$ cat src/rtl/id_decode_if.sv
// ============================================================================
//  Module      : id_decode_if
//  Description : Fetch/decode/writeback handshake and decoded-control bundle
//                for the RV32I instruction-decode stage.
//  Revision    : 1.0
// ============================================================================
`default_nettype none

interface id_decode_if;
    logic        IF_kick_up;
    logic [31:0] inst_mem_read_data;
    logic        WB_kick_up;
    logic        ID_kick_up;
    logic        Controller_branch;
    logic        Controller_branch_kick_up;
    logic [31:0] imme;
    logic        imme_kick_up;
    logic [4:0]  rs1;
    logic [4:0]  rs2;
    logic [4:0]  rd;
    logic [3:0]  alu_op;
    logic        alu_src;
    logic        mem_read;
    logic        mem_write;
    logic        reg_write;
    logic        mem_to_reg;
    logic        illegal;
    logic        overrun;

    modport slave (
        input  IF_kick_up, inst_mem_read_data, WB_kick_up,
        output ID_kick_up, Controller_branch, Controller_branch_kick_up,
               imme, imme_kick_up, rs1, rs2, rd, alu_op, alu_src,
               mem_read, mem_write, reg_write, mem_to_reg, illegal, overrun
    );

    modport master (
        output IF_kick_up, inst_mem_read_data, WB_kick_up,
        input  ID_kick_up, Controller_branch, Controller_branch_kick_up,
               imme, imme_kick_up, rs1, rs2, rd, alu_op, alu_src,
               mem_read, mem_write, reg_write, mem_to_reg, illegal, overrun
    );
endinterface

`default_nettype wire

$ cat src/rtl/id_decode.sv
// ============================================================================
//  Module      : id_decode
//  Description : RV32I decode stage: waits MEM_LATENCY edges for the fetched
//                word, decodes it and holds the result until writeback.
//  Revision    : 1.0
// ============================================================================
`default_nettype none

module id_decode #(
    parameter int MEM_LATENCY = 1
) (
    input  logic          clk,
    input  logic          reset,
    id_decode_if.slave    bus
);

    localparam logic [3:0] c_LATENCY   = 4'(MEM_LATENCY);

    localparam logic [6:0] c_OPC_OP    = 7'b0110011;
    localparam logic [6:0] c_OPC_IMM   = 7'b0010011;
    localparam logic [6:0] c_OPC_LOAD  = 7'b0000011;
    localparam logic [6:0] c_OPC_STORE = 7'b0100011;
    localparam logic [6:0] c_OPC_BR    = 7'b1100011;
    localparam logic [6:0] c_OPC_LUI   = 7'b0110111;

    localparam logic [3:0] c_ALU_ADD   = 4'd0;
    localparam logic [3:0] c_ALU_SUB   = 4'd1;
    localparam logic [3:0] c_ALU_SLL   = 4'd2;
    localparam logic [3:0] c_ALU_SLT   = 4'd3;
    localparam logic [3:0] c_ALU_SLTU  = 4'd4;
    localparam logic [3:0] c_ALU_XOR   = 4'd5;
    localparam logic [3:0] c_ALU_SRL   = 4'd6;
    localparam logic [3:0] c_ALU_SRA   = 4'd7;
    localparam logic [3:0] c_ALU_OR    = 4'd8;
    localparam logic [3:0] c_ALU_AND   = 4'd9;
    localparam logic [3:0] c_ALU_BNE   = 4'd10;
    localparam logic [3:0] c_ALU_BLT   = 4'd11;
    localparam logic [3:0] c_ALU_BGE   = 4'd12;
    localparam logic [3:0] c_ALU_BLTU  = 4'd13;
    localparam logic [3:0] c_ALU_BGEU  = 4'd14;
    localparam logic [3:0] c_ALU_PASSB = 4'd15;

    typedef enum logic [1:0] {
        c_IDLE  = 2'd0,
        c_WAIT  = 2'd1,
        c_VALID = 2'd2
    } state_t;

    state_t      r_state;
    state_t      w_state_next;
    logic [3:0]  r_cnt;
    logic [31:0] r_ir;
    logic        w_load;
    logic        w_capture;
    logic        w_decode;
    logic        w_overrun;

    // FSM state register
    always_ff @(posedge clk or negedge reset) begin
        if (!reset) begin
            r_state <= c_IDLE;
        end else begin
            r_state <= w_state_next;
        end
    end

    // Capture happens on the edge the counter reaches zero; the decoded
    // outputs follow one edge later, on the edge that enters VALID.
    always_comb begin
        w_state_next = r_state;
        w_load       = 1'b0;
        w_capture    = 1'b0;
        w_decode     = 1'b0;
        w_overrun    = 1'b0;
        case (r_state)
            c_IDLE: begin
                if (bus.IF_kick_up) begin
                    w_load       = 1'b1;
                    w_state_next = c_WAIT;
                end
            end
            c_WAIT: begin
                w_overrun = bus.IF_kick_up;
                if (r_cnt == 4'd0) begin
                    w_decode     = 1'b1;
                    w_state_next = c_VALID;
                end else if (r_cnt == 4'd1) begin
                    w_capture = 1'b1;
                end
            end
            c_VALID: begin
                if (bus.WB_kick_up) begin
                    if (bus.IF_kick_up) begin
                        w_load       = 1'b1;
                        w_state_next = c_WAIT;
                    end else begin
                        w_state_next = c_IDLE;
                    end
                end else begin
                    w_overrun = bus.IF_kick_up;
                end
            end
            default: w_state_next = c_IDLE;
        endcase
    end

    always_ff @(posedge clk or negedge reset) begin
        if (!reset) begin
            r_cnt <= 4'd0;
            r_ir  <= 32'd0;
        end else begin
            if (w_load) begin
                r_cnt <= c_LATENCY;
            end else if (r_state == c_WAIT && r_cnt != 4'd0) begin
                r_cnt <= r_cnt - 4'd1;
            end
            if (w_capture) begin
                r_ir <= bus.inst_mem_read_data;
            end
        end
    end

    logic [6:0]  w_opcode;
    logic [2:0]  w_funct3;
    logic [3:0]  w_arith_op;
    logic [3:0]  w_branch_op;
    logic        w_branch_ok;
    logic [31:0] w_imm_i;
    logic [31:0] w_imm_s;
    logic [31:0] w_imm_b;
    logic [31:0] w_imm_u;

    assign w_opcode = r_ir[6:0];
    assign w_funct3 = r_ir[14:12];
    assign w_imm_i  = {{20{r_ir[31]}}, r_ir[31:20]};
    assign w_imm_s  = {{20{r_ir[31]}}, r_ir[31:25], r_ir[11:7]};
    // Halved branch offset: fetch doubles it when forming the target.
    assign w_imm_b  = {{20{r_ir[31]}}, r_ir[31], r_ir[7], r_ir[30:25], r_ir[11:8]};
    assign w_imm_u  = {r_ir[31:12], 12'd0};

    always_comb begin
        w_arith_op = c_ALU_ADD;
        case (w_funct3)
            3'b000: w_arith_op = (w_opcode == c_OPC_OP && r_ir[30]) ? c_ALU_SUB : c_ALU_ADD;
            3'b001: w_arith_op = c_ALU_SLL;
            3'b010: w_arith_op = c_ALU_SLT;
            3'b011: w_arith_op = c_ALU_SLTU;
            3'b100: w_arith_op = c_ALU_XOR;
            3'b101: w_arith_op = r_ir[30] ? c_ALU_SRA : c_ALU_SRL;
            3'b110: w_arith_op = c_ALU_OR;
            default: w_arith_op = c_ALU_AND;
        endcase
    end

    always_comb begin
        w_branch_op = c_ALU_SUB;
        w_branch_ok = 1'b1;
        case (w_funct3)
            3'b000: w_branch_op = c_ALU_SUB;
            3'b001: w_branch_op = c_ALU_BNE;
            3'b100: w_branch_op = c_ALU_BLT;
            3'b101: w_branch_op = c_ALU_BGE;
            3'b110: w_branch_op = c_ALU_BLTU;
            3'b111: w_branch_op = c_ALU_BGEU;
            default: w_branch_ok = 1'b0;
        endcase
    end

    logic [31:0] w_imme;
    logic [3:0]  w_alu_op;
    logic        w_alu_src;
    logic        w_branch;
    logic        w_mem_read;
    logic        w_mem_write;
    logic        w_reg_write;
    logic        w_mem_to_reg;
    logic        w_illegal;

    always_comb begin
        w_imme       = 32'd0;
        w_alu_op     = c_ALU_ADD;
        w_alu_src    = 1'b0;
        w_branch     = 1'b0;
        w_mem_read   = 1'b0;
        w_mem_write  = 1'b0;
        w_reg_write  = 1'b0;
        w_mem_to_reg = 1'b0;
        w_illegal    = 1'b0;
        case (w_opcode)
            c_OPC_OP: begin
                w_alu_op    = w_arith_op;
                w_reg_write = 1'b1;
            end
            c_OPC_IMM: begin
                w_imme      = w_imm_i;
                w_alu_op    = w_arith_op;
                w_alu_src   = 1'b1;
                w_reg_write = 1'b1;
            end
            c_OPC_LOAD: begin
                w_imme       = w_imm_i;
                w_alu_src    = 1'b1;
                w_mem_read   = 1'b1;
                w_mem_to_reg = 1'b1;
                w_reg_write  = 1'b1;
            end
            c_OPC_STORE: begin
                w_imme      = w_imm_s;
                w_alu_src   = 1'b1;
                w_mem_write = 1'b1;
            end
            c_OPC_BR: begin
                if (w_branch_ok) begin
                    w_imme   = w_imm_b;
                    w_alu_op = w_branch_op;
                    w_branch = 1'b1;
                end else begin
                    w_illegal = 1'b1;
                end
            end
            c_OPC_LUI: begin
                w_imme      = w_imm_u;
                w_alu_op    = c_ALU_PASSB;
                w_alu_src   = 1'b1;
                w_reg_write = 1'b1;
            end
            default: w_illegal = 1'b1;
        endcase
    end

    logic        r_kick;
    logic        r_overrun;
    logic [31:0] r_imme;
    logic [4:0]  r_rs1;
    logic [4:0]  r_rs2;
    logic [4:0]  r_rd;
    logic [3:0]  r_alu_op;
    logic        r_alu_src;
    logic        r_branch;
    logic        r_mem_read;
    logic        r_mem_write;
    logic        r_reg_write;
    logic        r_mem_to_reg;
    logic        r_illegal;

    always_ff @(posedge clk or negedge reset) begin
        if (!reset) begin
            r_kick       <= 1'b0;
            r_overrun    <= 1'b0;
            r_imme       <= 32'd0;
            r_rs1        <= 5'd0;
            r_rs2        <= 5'd0;
            r_rd         <= 5'd0;
            r_alu_op     <= 4'd0;
            r_alu_src    <= 1'b0;
            r_branch     <= 1'b0;
            r_mem_read   <= 1'b0;
            r_mem_write  <= 1'b0;
            r_reg_write  <= 1'b0;
            r_mem_to_reg <= 1'b0;
            r_illegal    <= 1'b0;
        end else begin
            r_kick <= w_decode;
            if (w_overrun) begin
                r_overrun <= 1'b1;
            end
            if (w_decode) begin
                r_imme       <= w_imme;
                r_rs1        <= r_ir[19:15];
                r_rs2        <= r_ir[24:20];
                r_rd         <= r_ir[11:7];
                r_alu_op     <= w_alu_op;
                r_alu_src    <= w_alu_src;
                r_branch     <= w_branch;
                r_mem_read   <= w_mem_read;
                r_mem_write  <= w_mem_write;
                r_reg_write  <= w_reg_write;
                r_mem_to_reg <= w_mem_to_reg;
                r_illegal    <= w_illegal;
            end
        end
    end

    assign bus.ID_kick_up                = r_kick;
    assign bus.Controller_branch_kick_up = r_kick;
    assign bus.imme_kick_up              = r_kick;
    assign bus.Controller_branch         = r_branch;
    assign bus.imme                      = r_imme;
    assign bus.rs1                       = r_rs1;
    assign bus.rs2                       = r_rs2;
    assign bus.rd                        = r_rd;
    assign bus.alu_op                    = r_alu_op;
    assign bus.alu_src                   = r_alu_src;
    assign bus.mem_read                  = r_mem_read;
    assign bus.mem_write                 = r_mem_write;
    assign bus.reg_write                 = r_reg_write;
    assign bus.mem_to_reg                = r_mem_to_reg;
    assign bus.illegal                   = r_illegal;
    assign bus.overrun                   = r_overrun;

endmodule

`default_nettype wire

$ cat src/flat_wrapper.sv
// flat-port wrapper written by rule: the top's interface ports become plain ports
module id_decode_flat 
#(
    parameter int MEM_LATENCY = 1
)
  (clk, reset, bus_IF_kick_up, bus_inst_mem_read_data, bus_WB_kick_up, bus_ID_kick_up, bus_Controller_branch, bus_Controller_branch_kick_up, bus_imme, bus_imme_kick_up, bus_rs1, bus_rs2, bus_rd, bus_alu_op, bus_alu_src, bus_mem_read, bus_mem_write, bus_reg_write, bus_mem_to_reg, bus_illegal, bus_overrun);
  id_decode_if bus_i ();
  input  logic clk;
  input  logic reset;
  input wire logic [$bits(bus_i.IF_kick_up)-1:0] bus_IF_kick_up;
  input wire logic [$bits(bus_i.inst_mem_read_data)-1:0] bus_inst_mem_read_data;
  input wire logic [$bits(bus_i.WB_kick_up)-1:0] bus_WB_kick_up;
  output wire logic [$bits(bus_i.ID_kick_up)-1:0] bus_ID_kick_up;
  output wire logic [$bits(bus_i.Controller_branch)-1:0] bus_Controller_branch;
  output wire logic [$bits(bus_i.Controller_branch_kick_up)-1:0] bus_Controller_branch_kick_up;
  output wire logic [$bits(bus_i.imme)-1:0] bus_imme;
  output wire logic [$bits(bus_i.imme_kick_up)-1:0] bus_imme_kick_up;
  output wire logic [$bits(bus_i.rs1)-1:0] bus_rs1;
  output wire logic [$bits(bus_i.rs2)-1:0] bus_rs2;
  output wire logic [$bits(bus_i.rd)-1:0] bus_rd;
  output wire logic [$bits(bus_i.alu_op)-1:0] bus_alu_op;
  output wire logic [$bits(bus_i.alu_src)-1:0] bus_alu_src;
  output wire logic [$bits(bus_i.mem_read)-1:0] bus_mem_read;
  output wire logic [$bits(bus_i.mem_write)-1:0] bus_mem_write;
  output wire logic [$bits(bus_i.reg_write)-1:0] bus_reg_write;
  output wire logic [$bits(bus_i.mem_to_reg)-1:0] bus_mem_to_reg;
  output wire logic [$bits(bus_i.illegal)-1:0] bus_illegal;
  output wire logic [$bits(bus_i.overrun)-1:0] bus_overrun;
  assign bus_i.IF_kick_up = bus_IF_kick_up;
  assign bus_i.inst_mem_read_data = bus_inst_mem_read_data;
  assign bus_i.WB_kick_up = bus_WB_kick_up;
  assign bus_ID_kick_up = bus_i.ID_kick_up;
  assign bus_Controller_branch = bus_i.Controller_branch;
  assign bus_Controller_branch_kick_up = bus_i.Controller_branch_kick_up;
  assign bus_imme = bus_i.imme;
  assign bus_imme_kick_up = bus_i.imme_kick_up;
  assign bus_rs1 = bus_i.rs1;
  assign bus_rs2 = bus_i.rs2;
  assign bus_rd = bus_i.rd;
  assign bus_alu_op = bus_i.alu_op;
  assign bus_alu_src = bus_i.alu_src;
  assign bus_mem_read = bus_i.mem_read;
  assign bus_mem_write = bus_i.mem_write;
  assign bus_reg_write = bus_i.reg_write;
  assign bus_mem_to_reg = bus_i.mem_to_reg;
  assign bus_illegal = bus_i.illegal;
  assign bus_overrun = bus_i.overrun;
  id_decode #(.MEM_LATENCY(MEM_LATENCY)) u_core (.clk(clk), .reset(reset), .bus(bus_i));
endmodule
$ cat config.mk
export PLATFORM = sky130hd
export DESIGN_NAME = id_decode_flat
export DESIGN_NICKNAME = d
export VERILOG_FILES = /design/src/rtl/id_decode_if.sv /design/src/rtl/id_decode.sv /design/src/flat_wrapper.sv
export SDC_FILE = /design/constraint.sdc
export NUM_CORES = 1
export LEC_CHECK = 0
export CAP_MARGIN = 20
export CORE_MARGIN = 1
export CORE_UTILIZATION = 45
export CTS_CLUSTER_DIAMETER = 80
export CTS_CLUSTER_SIZE = 28
export DETAILED_ROUTE_END_ITERATION = 6
export PLACE_DENSITY = 0.77
export SYNTH_ARGS = -nofsm -noshare
export SYNTH_HDL_FRONTEND = slang
export SYNTH_SLANG_ARGS = --single-unit
$ cat constraint.sdc
create_clock -name clk -period 1.75 [get_ports clk]
set_input_delay 0.2625 -clock clk [delete_from_list [all_inputs] [get_ports clk]]
set_output_delay 0.2625 -clock clk [all_outputs]
set_load 0.02 [all_outputs]
==> results.md, run 1 <==
* Critical Path Start Type: flip-flop
* RSZ-0062 raised after global routing: yes
* Worst path cell trace: inv_2 -> ha_4 -> or3b_4 -> nand4_4 -> buf_12 -> mux2_2
* MaxCap Viol Count at 0
* Routability congestion estimate from global placement at between 0.8 and 0.9
* Place WS at -32.5 ps
* Worst IR Drop VDD at 0.934 mV
* Total nets after synthesis at 422
* Clk sinks at 97
* Clock skew at 13.0 ps
* First-pass GRT wire length at 17000 um
* Final core occ at 63.8%
* Final worst path period share at 102%
* Post-synthesis simple-gate area fraction at 13.4%
* Delay of the slowest cell on the worst path at 410 ps
* Power Dens Cells at 1640 mW/mm^2
* Mean area per synthesized cell at about 11 um^2
* Worst r2r path cells at 6
* Gr ovfl total at 0
* Post-layout worst setup margin at -30.2 ps
* Final Cell Area at 0.00592 mm^2
* Layout cell share with drive strength beyond 1 at a little under 20%
* Filler cells at 741
* Total power at 9.71 mW
* Fin crit period at roughly 1800 ps
* Register area share after synthesis at 55.9%
* FP Rows at 35
* CP Data Required Time at 2000 ps
* Mapped Area at between 0.004 and 0.005 mm^2
* Fin nets at ~530
* Vias per std cell at between 5 and 6
* Synth Area in Adders at 1.73%
* Die Y at about 100 um
* Post-synth EDFFs at 0
* Placed inst area at 0.00557 mm^2
* DP Wirelength at 7430 um
* Initial antenna violation count at 0
* Synth warn at 0
* Status: finished with violations
* Worst hold slack at around 370 ps
* CTS tree: yes
* Worst slew pin tran at 437 ps
* Top cells by area, synth: dfrtp_1 56%, mux2_2 7.3%, nand2_1 6.1%
* Rel. slew slack at a little under three quarters
* P&R area growth vs syn at 36.3%
* Clk slew on worst S/H paths at 110 ps
* CP Class: reg -> reg
* Critical Path Fanout Max at 12
* Post-Synth XOR/XNOR Area at 0.605%
* 1st-iter DRT viols at 132
* WL per Instance at 17.6 um
* Drt first pass iters at 5
* Core area at between 0.009 and 0.01 mm^2
* Final setup viols at 25
* Setup_tns at -535 ps
* Worst-Skew Late Latency at 360 ps
* Buffers on Ports at 97
* Clock buffer count from CTS at 9
* Yosys top cell by area: dfrtp_1
* WP buf/inv at 2
* Pins Over Slew Limit at 0
* Ys async rst share at 100%
* Antenna diode count at 0
* Via count at between 3000 and 4000
* Crit. path cell count at 6
* Crit path from: u_core.r_cnt[0]
* Min-delay worst type: in -> async
* Largest net degree at the start of global routing at 43
* Multi-input gate area at about 0.0018 mm^2
* Dpl cells at approximately 610
* Failing checks: setup timing
* P_leak at 2.72 nW
* Top_reg_cell synth: dfrtp_1
* CTS max path bufs at 2
* Max Fclk at ~0.56 GHz
* #FFs+latches synth at 97
* Final Hold Viols at 0
* Register area at 0.00243 mm^2
* Mux cell area share after synthesis at approximately 8.6%
* Initial Util at 46.8%
* Global Route Usage Sum at 22.0%
* H-tree Lvls at 3
* Routed Antenna Nets at 0
* Fin cells at 625
* Compound-cell area share of the yosys netlist at roughly 15%
* Die area at 0.0100 mm^2
* DIE WIDTH at about 100 um
* Vias in the first global route at 3357
* Worst Path Arrival at 2030 ps
* Synth cell types at 56
* Total Wirelength at 11000 um
* Slowest CP cell: dfrtp_1
* Delay-heaviest family, CP: simple AND/OR/NAND/NOR gates
* Synth top area share at about 56%
* Setup crit end kind: flip-flop
* Reg-to-reg startpoint: u_core.r_cnt[0]
* Largest family of logic cells by synthesized area: compound AO/OA/AOI/OAI gates
* DRC at 0
* Cell count after synthesis at 380
* # IOs at 98
* Root Driver: clkbuf_8
==> layout make-up <==
type	instances	share of cell area (%)
clock buffer	10	2.16
clock inverter	6	1.27
inverter	15	0.951
multi-input combinational	241	30.5
sequential	97	41.0
tap	129	2.73
timing repair buffer	127	21.4
==> report_power, final <==
group          switching (mW)  internal [mW]  total, mW
clock                   0.836          0.683       1.52
sequential              0.750           3.03       3.78
combinational            2.06           2.35       4.41
total                    3.65           6.06       9.71
==> synth_stat cells (all sizes together), types with 2 or more instances <==
| cell type | number |
|---|---|
| dfrtp | 97 |
| nand2 | 71 |
| mux2 | 33 |
| a221o | 19 |
| o21ai | 19 |
| buf | 17 |
| inv | 15 |
| nor2 | 13 |
| a22oi | 12 |
| clkbuf | 10 |
| a21oi | 8 |
| ha | 6 |
| nand2b | 6 |
| nand3 | 5 |
| nor3 | 5 |
| o2bb2ai | 5 |
| a211oi | 2 |
| a21o | 2 |
| a221oi | 2 |
| a22o | 2 |
| and3 | 2 |
| and4b | 2 |
| and4bb | 2 |
| nand4b | 2 |
| o31ai | 2 |
| xor2 | 2 |
==> cell families after synthesis <==
| kind of cell | after synthesis |
|---|---|
| AOI/OAI and AO/OA | 82 |
| xor gates and xnor gates | 3 |
| adders and majority gates | 6 |
| buffers and inverters | 42 |
| DFF | 97 |
| muxes | 33 |
| and+or+nand+nor | 117 |
==> state kept, by name, summed over array words and instances (netlist names), 2 cells and up <==
name,cells
u_core.r_state,2
u_core.bus.rd,5
u_core.bus.imme,32
u_core.bus.rs1,5
u_core.r_cnt,4
u_core.bus.alu_op,4
u_core.bus.rs2,5
u_core.r_ir,32
==> layout by cell type, fill, tap and decap left out, types with 2 or more instances in the layout <==
cell	Yosys	routed
a22oi_1	12	12
buf_4	3	24
nor2_1	11	11
o2bb2ai_1	5	5
clkbuf_8	0	9
buf_12	0	4
nand3_1	4	4
and3_1	2	2
nand4b_1	2	2
nor3_1	5	5
clkinv_4	0	2
dfrtp_1	97	96
a22o_1	2	2
nand2b_1	6	6
mux2_2	28	12
mux2_4	0	21
inv_1	14	12
a221oi_1	2	2
inv_2	1	3
xor2_1	2	2
nand2_1	71	71
a21oi_1	8	8
o21ai_0	19	18
a221o_1	19	19
ha_1	6	4
o31ai_1	2	2
clkdlybuf4s50_1	0	96
==> layer usage <==
layer  GRT usage [%]  up-vias  routed length (um)
li1                -     1565                   -
met1            29.4     1709                4780
met2            37.0      121                5430
met3            4.67       13                 665
met4            4.91        0                 146
met5               0        -                   0
==> path summary, 6_finish.rpt <==
| path | end | slack, ps |
|---|---|---|
| setup / recovery | u_core.r_ir[5] | -30 |
| min in group clk | u_core.bus.overrun | 480 |
| max in group asynchronous | u_core.bus.rs2[4] | 700 |
| hold reg to reg | u_core.bus.overrun | 480 |
| hold / removal | u_core.bus.imme[22] | 370 |
| setup reg to reg | u_core.r_ir[5] | -30 |
==> timing repair <==
| action | in CTS | in global routing |
|---|---|---|
| buffers inserted | 1 | 0 |
| pin swaps | 1 | 0 |
| resized for setup | 2 | 26 |
| hold buffers | 1 | 0 |
| setup endpoints to repair | 49 | 63 |
| endpoints found under the hold margin | 28 | 0 |
| gates cloned | 0 | 1 |
Note: power is estimated with default switching activity, not from simulation.
==> run 2, diff against run 1 <==
Settings changed: CORE_UTILIZATION 45 to 25, PLACE_DENSITY 0.77 to 0.48.
==> run 2 against run 1 <==
The flow still finishes with violations (setup timing). Combinational power rose by 2%. Cell area up 4.3%. Worst setup slack improved by 9.0 ps. Power up 4.7%. Utilization down 27 points. Count of clock-buffer cells in the layout increased by 3. Cell count is 16% higher. Sequential share of layout area down 1.7 points. Hold slack better by 94 ps. Sequential power shrank 1%. Die area up 78%. Largest cell class unchanged. Highest routed layer unchanged.
==> results.md, run 2 (synthesis results as in run 1) <==
* Status: finished with violations
* Failing checks: setup timing
* WL per Instance at roughly 17 um
* Rel. slew slack at 62.2%
* Worst slew pin tran at 567 ps
* Routability congestion estimate from global placement at between 0.7 and 0.8
* P&R area growth vs syn at 42.1%
* Max Fclk at 0.565 GHz
* RSZ-0062 raised after global routing: yes
* Die Y at 134 um
* GR Util met3 at 3.89%
* First-pass GRT wire length at 19000 um
* Critical Path Fanout Max at 15
* Total Wirelength at 12100 um
* Sequential Power Share at 36.8%
* GR peak layer: met2
* 1st-iter DRT viols at roughly 190
* Register area at 0.00243 mm^2
* Routed Antenna Nets at 0
* Met1 Use GR at 18.3%
* Delay of the slowest cell on the worst path at 400 ps
* CP Class: reg -> reg
* DRC at 0
* P_leak at 2.76 nW
* Commonest cells after routing, fill and taps aside: 97 x dfrtp_1, 96 x clkdlybuf4s50_1, 71 x nand2_1
* Antenna diode count at 0
* Initial antenna violation count at 0
* Slowest CP cell: or3b_4
* M2 GR Usage at 22.3%
* Layout cell share with drive strength beyond 1 at about a fifth
* Fin crit period at 1770 ps
* Final Hold Viols at 0
* Critical Path Start Type: flip-flop
* Final setup viols at 24
* Min-delay worst type: in -> async
* Drt first pass iters at 4
* Vias per std cell at around 4.7
* Power Dens Cells at 1650 mW/mm^2
* Buffers on Ports at 97
* Core area at 0.0168 mm^2
* Pins Over Slew Limit at 0
* Worst path cell trace: inv_2 -> ha_4 -> or3b_4 -> nand4_4 -> buf_12 -> mux2_2
* MaxCap Viol Count at 0
* P_int at 6.47 mW
* Post-layout worst setup margin at -21.2 ps
* Setup crit end kind: flip-flop
* Largest net degree at the start of global routing at 98
* Clock group share of total power at 18.8%
* Via count at 3368
* Fin nets at 539
* Initial Util at 25.9%
* Total power at 10.2 mW
* Worst hold slack at about 470 ps
* DP Wirelength at 8060 um
* Final worst path period share at 101%
* Gr ovfl total at 0
* CTS max path bufs at 2
* Comb power frac at 44.4%
* Root Driver: clkbuf_16
* Commonest non-fill, non-tap cell in the layout: dfrtp_1
* CP Data Required Time at 1980 ps
* Clk sinks at 97
* Worst Path Arrival at roughly 2000 ps
* Setup_tns at -290 ps
* Crit path from: u_core.r_cnt[0]
* Sw frac at a little over a third
* Clock buffer count from CTS at 9
* Place WS at -55.5 ps
* Multi-input gate area at ~0.0018 mm^2
* FP Rows at 47
* Worst IR Drop VDD at between 0.5 and 0.6 mV
* Worst-Skew Late Latency at about 350 ps
* Clock skew at 5.92 ps
* NetSw at roughly 3.7 mW
* Global Route Usage Sum at ~14%
* DIE WIDTH at 134 um
* Clk slew on worst S/H paths at 60 ps
* H-tree Lvls at 3
* Vias in the first global route at 3412
* Filler cells at 1677
* Reg-to-reg startpoint: u_core.r_cnt[0]
* CTS tree: yes
* # IOs at 98
* Die area at 0.0179 mm^2
## run 2: cell types whose count changed in the layout (fill, tap and decap cells not counted), moves of 3 or more
cell       before  now
clkbuf_16       1   10
clkbuf_8        9    2
buf_4          24   28
o21ai_1         1    4
mux2_4         21   16
mux2_1          0    5
o21ai_0        18   15
## run 2: cell type report
| type | count | share of cell area, % |
|---|---|---|
| clock buffer | 13 | 4.22 |
| clock inverter | 3 | 0.385 |
| inverter | 15 | 0.912 |
| multi-input combinational | 242 | 29.4 |
| sequential | 97 | 39.3 |
| tap | 220 | 4.46 |
| timing repair buffer | 132 | 21.3 |
## run 2: what timing repair did
| item | CTS | global route |
|---|---|---|
| endpoints found under the hold margin | 27 | 0 |
| buffers inserted | 7 | 0 |
| resized for setup | 20 | 9 |
| hold buffers | 1 | 0 |
| endpoints found under the setup margin | 52 | 64 |
| pin swaps | 1 | 0 |
| gates cloned | 1 | 1 |
## run 2: through the flow
step | util [%] | area (um^2) | std cells
2_1_floorplan | - | 4360 | 380
3_3_place_gp | 33.9 | 5680 | 696
3_5_place_dp | 33.9 | 5680 | 696
4_1_cts | 36.7 | 6150 | 721
5_1_grt | 36.8 | 6170 | 722
6_report | 36.8 | 6170 | 722
## run 2: worst max-delay path, delay by kind of cell (launching register included)
family	cells	cell delay, ps
simple gates	2	540
flops	1	390
mux	1	330
buf+inv	2	250
fa+ha+maj	1	130
## run 2: path summary, 6_finish.rpt
| path | to | slack, ps | depth (start not counted) |
|---|---|---|---|
| hold / removal | u_core.r_cnt[0] | 470 | 3 |
| hold reg to reg | u_core.bus.overrun | 470 | 1 |
| setup reg to reg | u_core.r_ir[23] | -20 | 6 |
| setup / recovery | u_core.r_ir[23] | -20 | 6 |
| min in group clk | u_core.bus.overrun | 470 | 1 |
| max in group asynchronous | u_core.r_state[0] | 810 | 3 |
## run 2: power groups by stage
| stage | clock [mW] | combinational, mW | sequential, mW |
|---|---|---|---|
| final | 1.91 | 4.51 | 3.74 |
| after global routing | 2.07 | 4.89 | 3.86 |
| after CTS | 1.99 | 4.54 | 3.76 |
| after detailed placement | 0 | 4.15 | 3.78 |
| after global placement | 0 | 4.07 | 3.77 |
| after floorplan | 0 | 2.21 | 3.95 |
## run 2: metal layers
layer | up-vias | wire [um]
li1 | 1584 | -
met1 | 1685 | 5440
met2 | 89 | 5860
met3 | 10 | 623
met4 | 0 | 127
met5 | - | 0
==> run 3, diff against run 2 <==
Settings changed: SKIP_LAST_GASP from default to 1.
==> run 3 against run 2 <==
The flow still finishes with violations (setup timing). Hold slack is essentially flat. Flip-flop and latch count is the same. Clock power is essentially flat. Via count is essentially flat. Critical path type unchanged. Largest power group unchanged.
==> results.md, run 3 (synthesis results as in run 1) <==
* Status: finished with violations
* Failing checks: setup timing
* Clk slew on worst S/H paths at 60 ps
* Root Driver: clkbuf_16
* CP Data Required Time at 1980 ps
* FP Rows at 47
* NetSw at about 3.7 mW
* Die Y at about 130 um
* DP Wirelength at 8060 um
* Critical Path Fanout Max at 15
* Final core occ at a little over a third
* Worst hold slack at about 470 ps
* MaxCap Viol Count at 0
* Min-delay worst type: in -> async
* RSZ-0062 raised after global routing: yes
* Largest net degree at the start of global routing at 98
* First-pass GRT wire length at 18900 um
* Initial antenna violation count at 0
* Sequential Power Share at 37.1%
* Worst slew pin tran at 571 ps
* Worst Path Arrival at 2000 ps
* Core area at 0.0168 mm^2
* Delay-heaviest family, CP: simple AND/OR/NAND/NOR gates
* Vias in the first global route at approximately 3400
* Initial Util at 25.9%
* WP buf/inv at 2
* Gr ovfl total at 0
* Post-layout worst setup margin at -21.8 ps
* Setup crit end kind: flip-flop
* Worst-Skew Late Latency at ~350 ps
* Buffers on Ports at 97
* Layout cell share with drive strength beyond 1 at about 19%
* Routed Antenna Nets at 0
* Final worst path period share at 101%
* Comb power frac at ~44%
* Rel. slew slack at between 60% and 70%
* Placed inst area at 0.00568 mm^2
* CP Class: reg -> reg
* Worst IR Drop VDD at 0.533 mV
* CTS tree: yes
* Final Cell Area at 0.00614 mm^2
* Final setup viols at 29
* P_leak at around 2.7 nW
* Antenna diode count at 0
* Clk sinks at 97
* Total Wirelength at about 12000 um
* Filler cells at 1680
* Slowest CP cell: or3b_4
* Clock skew at 5.83 ps
* Commonest cells after routing, fill and taps aside: 97 x dfrtp_1, 96 x clkdlybuf4s50_1, 71 x nand2_1
* Drt first pass iters at 4
* DIE WIDTH at around 130 um
* Via count at 3367
* Delay of the slowest cell on the worst path at approximately 400 ps
* Worst path cell trace: inv_2 -> ha_4 -> or3b_4 -> nand4_4 -> buf_12 -> mux2_2
* Multi-input gate area at 0.00178 mm^2
* Commonest non-fill, non-tap cell in the layout: dfrtp_1
* Fin crit period at 1770 ps
* Final Hold Viols at 0
* P&R area growth vs syn at 41.5%
* Vias per std cell at 4.66
* DRC at 0
* Sw frac at 36.4%
* H-tree Lvls at 3
* Power Dens Cells at about 1600 mW/mm^2
* Routability congestion estimate from global placement at a little under 0.8
* CTS max path bufs at 2
* Fin nets at 539
* # IOs at 98
* P_int at 6.40 mW
* Register area at 0.00243 mm^2
* Critical Path Start Type: flip-flop
* WL per Instance at 16.6 um
* Pins Over Slew Limit at 0
* Clock buffer count from CTS at 9
* Clock group share of total power at 19.0%
* Max Fclk at 0.564 GHz
* Global Route Usage Sum at 13.8%
* 1st-iter DRT viols at 177
* Reg-to-reg slack, setup at -20 ps
* Die area at roughly 0.018 mm^2
run 3: changes by cell type in the layout (fill, tap and decap cells not counted):
| cell | change |
|---|---|
| o21ai_0 | +1 |
| mux2_2 | +8 |
| mux2_4 | -8 |
| o21ai_1 | -1 |
run 3: worst min-delay path, stage by stage:
cell           delay, ps
dlygate4sd3_1        520
buf_4                110
buf_12               350
run 3: final cells by class:
cell class                      instances  share of cell area (%)
Multi-Input combinational cell        242                    29.0
Inverter                               15                   0.916
Tap cell                              220                    4.48
Sequential cell                        97                    39.5
Clock inverter                          3                   0.387
Timing Repair Buffer                  132                    21.4
Clock buffer                           13                    4.24
run 3: final timing paths:
path / startpoint / endpoint / cells after the start
worst max-delay path: u_core.r_cnt[0] / u_core.r_ir[23] / 6
worst min-delay path: reset / u_core.r_cnt[0] / 3
worst max register to register: u_core.r_cnt[0] / u_core.r_ir[23] / 6
worst min register to register: u_core.bus.overrun / u_core.bus.overrun / 1
max in group asynchronous: reset / u_core.bus.overrun / 3
min in group clk: u_core.bus.overrun / u_core.bus.overrun / 1
run 3: per-layer routing:
layer | share of wire (%) | track usage [%] | vias to the layer above
met1 | 46 | 18.2 | 1676
met5 | 0 | 0 | -
met4 | 1.1 | 3.47 | 0
met3 | 5.2 | 3.89 | 10
met2 | 48 | 22.3 | 95
li1 | - | - | 1586
run 3: power by group through the flow:
stage               Clock [mW]  Combinational (mW)  Sequential (mW)
floorplan                    0                2.21             3.95
global placement             0                4.07             3.77
CTS                       1.99                4.45             3.75
detailed placement           0                4.15             3.78
finish                    1.91                4.41             3.73
global route              2.07                4.79             3.86
run 3: through the flow:
step,std cells,setup WS [ps],total power [mW],TNS [ps]
6_report,722,-21.8,10.1,-284
5_1_grt,722,-90.7,10.7,-2160
4_1_cts,721,-51.4,10.2,-953
3_5_place_dp,696,-55.5,7.93,-951
3_3_place_gp,696,-12.8,7.83,-162
2_1_floorplan,380,6.11,6.16,0
run 3: repair_timing:
item | in CTS | in global routing
setup buffers | 7 | 0
resized for setup | 13 | 7
endpoints found under the hold margin | 27 | 0
cloned | 1 | 1
pin swaps | 1 | 0
hold buffers | 1 | 0
endpoints found under the setup margin | 52 | 64
